==> config.mk <==
export PLATFORM = sky130hd
export DESIGN_NAME = mc_reg_write_arbiter
export DESIGN_NICKNAME = d
export VERILOG_FILES = /design/src/rtl/mc_reg_write_arbiter.sv
export SDC_FILE = /design/constraint.sdc
export NUM_CORES = 1
export LEC_CHECK = 0
export CORE_MARGIN = 5
export CORE_UTILIZATION = 40
export CTS_CLUSTER_DIAMETER = 80
export DETAILED_ROUTE_END_ITERATION = 16
export PLACE_DENSITY_LB_ADDON = 0.05
export SLEW_MARGIN = 20
export SYNTH_ARGS = -nofsm -noshare
export SYNTH_HDL_FRONTEND = slang
export SYNTH_SLANG_ARGS = --single-unit
export TNS_END_PERCENT = 100
==> constraint.sdc <==
create_clock -name i_clk -period 1.8 [get_ports i_clk]
set_input_delay 0.18 -clock i_clk [delete_from_list [all_inputs] [get_ports i_clk]]
set_output_delay 0.18 -clock i_clk [all_outputs]
set_load 0.005 [all_outputs]
==> src/rtl/mc_reg_write_arbiter.sv <==
// Round-robin write arbiter for a shared register bank of slow MC flip-flop cells.
// Each grant produces one single-cycle write strobe, followed by SETTLE idle cycles.
module mc_reg_write_arbiter #(
    parameter int NREQ   = 4,
    parameter int WIDTH  = 8,
    parameter int SETTLE = 2
) (
    input  logic                     i_clk,
    input  logic                     i_arst_n,
    input  logic [NREQ-1:0]          i_req_valid,
    input  logic [NREQ*WIDTH-1:0]    i_req_data,
    output logic [NREQ-1:0]          o_req_ready,
    output logic                     o_reg_we,
    output logic [WIDTH-1:0]         o_reg_d,
    output logic [$clog2(NREQ)-1:0]  o_grant_id,
    output logic                     o_busy
);

    localparam int PW = $clog2(NREQ);
    localparam int CW = 4;

    typedef enum logic [1:0] {
        S_IDLE   = 2'd0,
        S_WRITE  = 2'd1,
        S_SETTLE = 2'd2
    } state_t;

    state_t          r_state;
    state_t          w_state_nxt;
    logic [CW-1:0]   r_cnt;
    logic [CW-1:0]   w_cnt_nxt;
    logic [PW-1:0]   r_ptr;
    logic            r_reg_we;
    logic [WIDTH-1:0] r_reg_d;
    logic [PW-1:0]   r_grant;

    logic            w_found;
    logic [PW-1:0]   w_winner;
    logic            w_accept;
    logic [WIDTH-1:0] w_win_data;
    logic [NREQ-1:0] w_req_ready;

    // Explicit modulo-NREQ wrap, so non-power-of-two NREQ never yields an out-of-range index.
    function automatic logic [PW-1:0] rr_index(input logic [PW-1:0] base, input int unsigned off);
        int unsigned sum;
        sum = 32'(base) + off;
        if (sum >= NREQ) sum = sum - NREQ;
        return sum[PW-1:0];
    endfunction

    // Scan from the farthest offset down so the offset closest to r_ptr is written last and wins.
    always_comb begin
        // NOTE: every combinational output gets a default first, so no path can infer a latch.
        w_found  = 1'b0;
        w_winner = '0;
        for (int unsigned k = NREQ; k > 0; k--) begin
            if (i_req_valid[rr_index(r_ptr, k - 1)]) begin
                w_found  = 1'b1;
                w_winner = rr_index(r_ptr, k - 1);
            end
        end
    end

    always_comb begin
        w_win_data = '0;
        for (int i = 0; i < NREQ; i++) begin
            if (w_winner == PW'(i)) w_win_data = i_req_data[i*WIDTH +: WIDTH];
        end
    end

    assign w_accept = (r_state == S_IDLE) && w_found;

    // Ready is forced low while reset is held, even though the state already reads IDLE.
    always_comb begin
        w_req_ready = '0;
        if (i_arst_n && w_accept) w_req_ready[w_winner] = 1'b1;
    end

    always_comb begin
        w_state_nxt = r_state;
        w_cnt_nxt   = r_cnt;
        case (r_state)
            S_IDLE: begin
                if (w_accept) w_state_nxt = S_WRITE;
            end
            S_WRITE: begin
                if (SETTLE == 0) begin
                    w_state_nxt = S_IDLE;
                end else begin
                    w_state_nxt = S_SETTLE;
                    w_cnt_nxt   = CW'(SETTLE - 1);
                end
            end
            S_SETTLE: begin
                if (r_cnt == '0) w_state_nxt = S_IDLE;
                else             w_cnt_nxt   = r_cnt - 1'b1;
            end
            default: begin
                w_state_nxt = S_IDLE;
                w_cnt_nxt   = '0;
            end
        endcase
    end

    always_ff @(posedge i_clk or negedge i_arst_n) begin
        // NOTE: sequential state uses non-blocking assignments so every register samples pre-edge values.
        if (!i_arst_n) begin
            r_state <= S_IDLE;
            r_cnt   <= '0;
        end else begin
            r_state <= w_state_nxt;
            r_cnt   <= w_cnt_nxt;
        end
    end

    // A reset during WRITE/SETTLE discards the in-flight grant; the pointer restarts at 0.
    always_ff @(posedge i_clk or negedge i_arst_n) begin
        if (!i_arst_n) begin
            r_reg_we <= 1'b0;
            r_reg_d  <= '0;
            r_grant  <= '0;
            r_ptr    <= '0;
        end else begin
            r_reg_we <= w_accept;
            if (w_accept) begin
                r_reg_d <= w_win_data;
                r_grant <= w_winner;
                r_ptr   <= rr_index(w_winner, 1);
            end
        end
    end

    assign o_req_ready = w_req_ready;
    assign o_reg_we    = r_reg_we;
    assign o_reg_d     = r_reg_d;
    assign o_grant_id  = r_grant;
    assign o_busy      = (r_state != S_IDLE);

endmodule

; ---- After elaboration in Yosys (flattened, before gate mapping)
; Cells that the tools add are included.
[totals]
regBits = 19
latchBits = 0
mem_bits_rw = 0
mem_bits_ro = 0
in_bits = 38
output_inout_bits = 16
elab_cells = 78
memories = 0
[op_classes]
addsub = 10
mul = 0
div_mod_pow = 0
order_cmp = 11
n_eq_ne = 8
n_shift = 0
n_mux = 33
bitwise_logic = 1
n_reduce_logical = 9
[ops]
columns = op, n
row1 = two-way mux 8 bit, 4
row2 = two-way mux 2 bit, 11
row3 = "< comparator 2 x 3 -> 1 bit, second input constant", 5
row4 = "greater-or-equal comparator 3 bit, second input constant", 4
row5 = one-hot mux 4 bit (3 select lines), 1
row6 = "subtractor 2 x 1 -> 2 bit, second input constant", 5
row7 = two-way mux 1 bit, 9
row8 = binary-select mux 1 bit (select 2 bit), 4
row9 = two-way mux 4 bit, 2
row10 = "adder 2 x 1 -> 3 bit, second input constant", 2
row11 = "adder 2 x 2 -> 3 bit, second input constant", 2
row12 = "equality test 2 bit, second input constant", 3
row13 = "!= test 2 bit, second input constant", 3
row14 = one-hot mux 2 bit (3 select lines), 1
row15 = "equality test 2 x 1 -> 1 bit, second input constant", 2
row16 = logical NOT 2 bit, 2
row17 = logical NOT 4 bit, 1
row18 = AND reduction 2 bit, 2
row19 = "subtractor 4 x 1 -> 4 bit, second input constant", 1
row20 = "greater-or-equal comparator 2 x 3 -> 1 bit, second input constant", 1
row21 = logical AND 1 bit, 3
row22 = demux 1 bit (select 2 bit), 1
row23 = "greater-or-equal comparator 2 x 1 -> 1 bit, second input constant", 1
row24 = nonzero test 2 bit, 1
row25 = NOT 1 bit, 1

; ---- Depth between registers and ports, before layout
[depth]
word_depth = 14
mapped_depth = 9
depth_no_buf = 7

; ---- Worst setup path after synthesis
; OpenSTA, ideal clock, no wires.
[synth_timing]
path_type = reg-to-reg
startpoint = register r_ptr[0]
endpoint = register r_reg_d[4], in the netlist o_reg_d[4]
setup_ps = 77
arrival_time_ps = 1914
required_ps = 1723
path_slack_ps = -192
stages_incl_launch_ff = 9
path_buffers = 2
synth_period_minus_slack_ps = 1992
cell_sequence = dfrtp_1 -> nor2b_1 -> o21a_1 -> or3_1 -> ha_1 -> buf_4 -> clkbuf_1 -> a221o_1 -> a21oi_1
[synth_via]
elab_chain_len = 14
word_cells_on_any_way = 40
cone_classes = add/sub: 7 / order compare: 4 / eq/ne: 3 / mux: 24 / reduce/logical: 2
[synth_lines]
columns = element, line
row1 = from (decl), 32  ; logic [PW-1:0] r_ptr;
row2 = from (signal assigned), 128  ; r_ptr <= rr_index(w_winner, 1);
row3 = adder 2 x 2 -> 3 bit, 46  ; sum = 32'(base) + off;
row4 = greater-or-equal comparator 3 bit or subtractor 2 x 1 -> 2 bit (tied branches), 47  ; if (sum >= NREQ) sum = sum - NREQ;
row5 = two-way mux 2 bit, 47
row6 = binary-select mux 1 bit (select 2 bit), 57  ; if (i_req_valid[rr_index(r_ptr, k - 1)]) begin
row7 = two-way mux 1 bit (implied by the code), 57
row8 = two-way mux 2 bit (4 in series), 57
row9 = logical NOT 2 bit, 67  ; if (w_winner == PW'(i)) w_win_data = i_req_data[i*WIDTH +: WIDTH];
row10 = two-way mux 8 bit (4 in series), 67
row11 = to (signal assigned), 126  ; r_reg_d <= w_win_data;
row12 = to (decl), 34  ; logic [WIDTH-1:0] r_reg_d;
; Parallel ways exist; a longest one is shown, timed or not. The select of a mux whose other input is x is not followed.
; A chain may end at the register's enable or synchronous reset.

; ---- Final worst setup path
[layout_timing]
startpoint = register r_ptr[0]
endpoint = output o_req_ready[0]
[layout_via]
elab_chain_len = 14
word_cells_on_any_way = 39
cone_classes = add/sub: 7 / order compare: 6 / mux: 23 / reduce/logical: 3
[layout_lines]
columns = element, line
row1 = adder 2 x 2 -> 3 bit, 46
row2 = greater-or-equal comparator 3 bit or subtractor 2 x 1 -> 2 bit (tied branches), 47
row3 = two-way mux 2 bit, 47
row4 = binary-select mux 1 bit (select 2 bit), 57
row5 = two-way mux 1 bit (implied by the code), 57
row6 = two-way mux 2 bit (4 in series), 57
row7 = < comparator 2 x 3 -> 1 bit (implied by the code) or greater-or-equal comparator 2 x 1 -> 1 bit (tied branches), 76  ; if (i_arst_n && w_accept) w_req_ready[w_winner] = 1'b1;
row8 = logical AND 1 bit (implied by the code), 76
row9 = two-way mux 1 bit (implied by the code), 76
row10 = demux 1 bit (select 2 bit), 76
row11 = two-way mux 4 bit *, 76
row12 = to (decl), 12  ; output logic [NREQ-1:0] o_req_ready,
; Mark *: on every way between the ends. The rest lies on a longest branch, timed or not. The select of a mux whose other input is x is not followed.

==> run metrics <==
Gate power share=71.3%; share of layout cells above drive strength 1=33.9%; GP Congestion=0.883; post-synthesis cell count=153; number of synthesized register bits=19; Worst IR Drop VDD=0.726 mV; total power=3.41 mW; final setup fails=12; number of global-route vias before repair=1564; area delta synth->final=61.9%; cts hold-fix bufs=0; TritonRoute pass-1 iters=4; synth warn=0; Boundary Pins=54; Total Routing Usage GR=18.5%; mapped cell area=0.00145 mm2; crit start category=register; pwr dens=1450 mW/mm2; clk_skew=0.00197 ns; fmax=0.498 GHz; CTS Buffer Depth=2; Leak=1.03 nW; M1 GR Usage=24.4%; R2R Setup Slk=-0.13 ns; most frequent cells in the layout=clkdlybuf4s50_1 (44), buf_4 (26), dfrtp_1 (19), inv_1 (16), a21oi_2 (14); Max Cap Viol=0; Root Buffer=clkbuf_4; Fin Setup TNS=-1.66 ns; Syn Nets=201; first-pass GRT wire length=7.47 mm; commonest non-fill, non-tap cell in the layout=clkdlybuf4s50_1; switching fraction of total power=41.2%; aggregate global routing overflow=0; row cnt=21; via count=1443; Hold Vio Cnt, Final=0; setup ws final=-0.207 ns; Detail Route Antenna Nets=0; clock slew at reported path FFs=0.11 ns; antenna fix cells=0; DRT iter0 DRCs=100; starting density of the core=42.4%; syn avg cell area=9.47 um2; library cells used by synthesis=42; crit path max fanout=3; Die ar.=0.00493 mm2; slew margin rel.=78.9%; Arrival @ worst endpoint=1.83 ns; Routed WL=4.31 mm; Routed WL per cell=15.6 um; met3 Track Usage GR=5.16%; Clk pwr share=6.5%; IO buf count=53; worst slack, placed=-0.636 ns; Final Max Tran Viols=0; Via density=5.23; failing checks=setup timing; worst min path class=primary input to async pin; critical path required time=1.62 ns; P_int=2.00 mW; Crit. End Element=primary output; sequential element share of the synthesized area=32.8%; CTS Sinks=19; detailed placement HPWL=3.24 mm; crit path kind=register to primary output; Clock Latency Late Sink=0.30 ns; crit share post-route=112%; DRC viols=0; worst hold slack=0.398 ns; minimum clock period=2.01 ns; Final Util=68.7%; initial antenna violation count=0; Die Wd=70.2 um; cts bufs inserted=3; Psw=1.41 mW; Slew @ Worst Pin=0.315 ns; RSZ-0062 raised after global routing=true; Core Box Area=0.00342 mm2; GR peak layer=met2; CTS tree=yes; status=finished with violations; Net count, final=279; largest net degree at the start of global routing=20; H-tree Lvls=1; Die Y=70.2 um; Flop pwr share=22.2%; met2 global-route usage=30.2%
cell usage after synthesis:
cell type | instances | area share (%)
dfrtp_1 | 19 | 33
inv_1 | 16 | 4.1
a21oi_1 | 15 | 5.2
a21oi_2 | 12 | 7.3
ha_1 | 10 | 8.6
a221o_1 | 9 | 6.2
nand3b_1 | 8 | 4.1
nand2_1 | 6 | 1.6
nor2_2 | 6 | 2.6
and3_1 | 5 | 2.2
nor2_1 | 5 | 1.3
nand2b_1 | 3 | 1.3
nor2b_1 | 3 | 1.3
o31ai_1 | 3 | 1.6
buf_2 | 2 | 0.69
buf_6 | 2 | 1.6
clkbuf_1 | 2 | 0.52
mux2_1 | 2 | 1.6
or3b_1 | 2 | 1.2
a311oi_1 | 1 | 0.60
a31oi_1 | 1 | 0.43
a32o_1 | 1 | 0.69
a32o_2 | 1 | 0.78
a32oi_2 | 1 | 1.1
and3_2 | 1 | 0.52
buf_1 | 1 | 0.26
buf_4 | 1 | 0.52
clkbuf_8 | 1 | 0.95
inv_2 | 1 | 0.26
nand3_1 | 1 | 0.35
nor3_1 | 1 | 0.35
nor3b_2 | 1 | 0.86
nor4_1 | 1 | 0.43
o21a_1 | 1 | 0.52
o22ai_1 | 1 | 0.43
o311ai_1 | 1 | 0.60
o41a_1 | 1 | 0.78
o41ai_1 | 1 | 0.60
o41ai_4 | 1 | 1.9
or2_1 | 1 | 0.43
or3_1 | 1 | 0.43
or4_1 | 1 | 0.52
flip-flops by register name (all words and copies together) (netlist names):
name and cells:
o_grant_id 2, o_reg_d 8, o_reg_we 1, r_cnt 4, r_ptr 2, r_state 2
repair_timing:
item                                   CTS  global route
buffers inserted                         5             0
gates cloned                             0             0
endpoints found under the hold margin    0             0
pin swaps                               10             2
resized for setup                       43             5
setup endpoints to repair               13            12
routing by layer:
layer  vias to the layer above  share of wire, %  routed length [um]
met3                         4               5.8                 249
met2                        52                49                2120
met4                         0              0.67                  29
li1                        711                 -                   -
met1                       676                44                1910
met5                         -                 0                   0
worst max-delay path, stage by stage, from the launching register on:
cell     delay [ns]
dfrtp_1        0.43
nor2b_4        0.06
o21a_1         0.19
or3_4          0.41
ha_4           0.17
and3_4         0.16
buf_6          0.11
cell type report:
class                      instances  area [um2]
tap                               46        57.6
multi-input combinational        108         975
inverter                          17        63.8
clock buffer                       4        26.3
sequential                        19         475
timing repair buffer              82         748
fill                             290        1070
final timing paths:
kind	start	end	cells after the start
worst max-delay path	r_ptr[0]$_DFFE_PN0N_	o_req_ready[0]	6
worst min-delay path	i_arst_n	o_grant_id[0]$_DFFE_PN0N_	2
worst max register to register	r_ptr[0]$_DFFE_PN0N_	o_reg_d[4]$_DFFE_PN0N_	7
worst min register to register	o_grant_id[0]$_DFFE_PN0N_	o_grant_id[0]$_DFFE_PN0N_	2
max in group asynchronous	i_arst_n	r_cnt[3]$_DFFE_PN0P_	2
min in group i_clk	o_grant_id[0]$_DFFE_PN0N_	o_grant_id[0]$_DFFE_PN0N_	2
power groups by stage:
stage / logic [mW] / clock network (mW) / registers [mW]
after global placement: 2.11 / 0 / 0.757
after global routing: 2.66 / 0.252 / 0.787
after floorplan: 1.37 / 0 / 0.766
after CTS: 2.37 / 0.226 / 0.758
final: 2.43 / 0.220 / 0.758
after detailed placement: 2.16 / 0 / 0.769
per-stage QoR:
step           cells  area, um2
3_3_place_gp     267       2170
6_report         276       2350
5_1_grt          276       2350
2_1_floorplan    153       1490
3_5_place_dp     267       2170
4_1_cts          276       2320
cell families (layout without fill, tap and decap cells):
group | Yosys count | count (layout) | synth area share (%)
buffers and inverters | 26 | 103 | 8.89
adders and majority gates | 10 | 10 | 8.64
and+or+nand+nor | 46 | 46 | 19.4
muxes | 2 | 2 | 1.55
DFF | 19 | 19 | 32.8
AOI/OAI and AO/OA | 50 | 50 | 28.7
(Power assumes the default switching activity.)
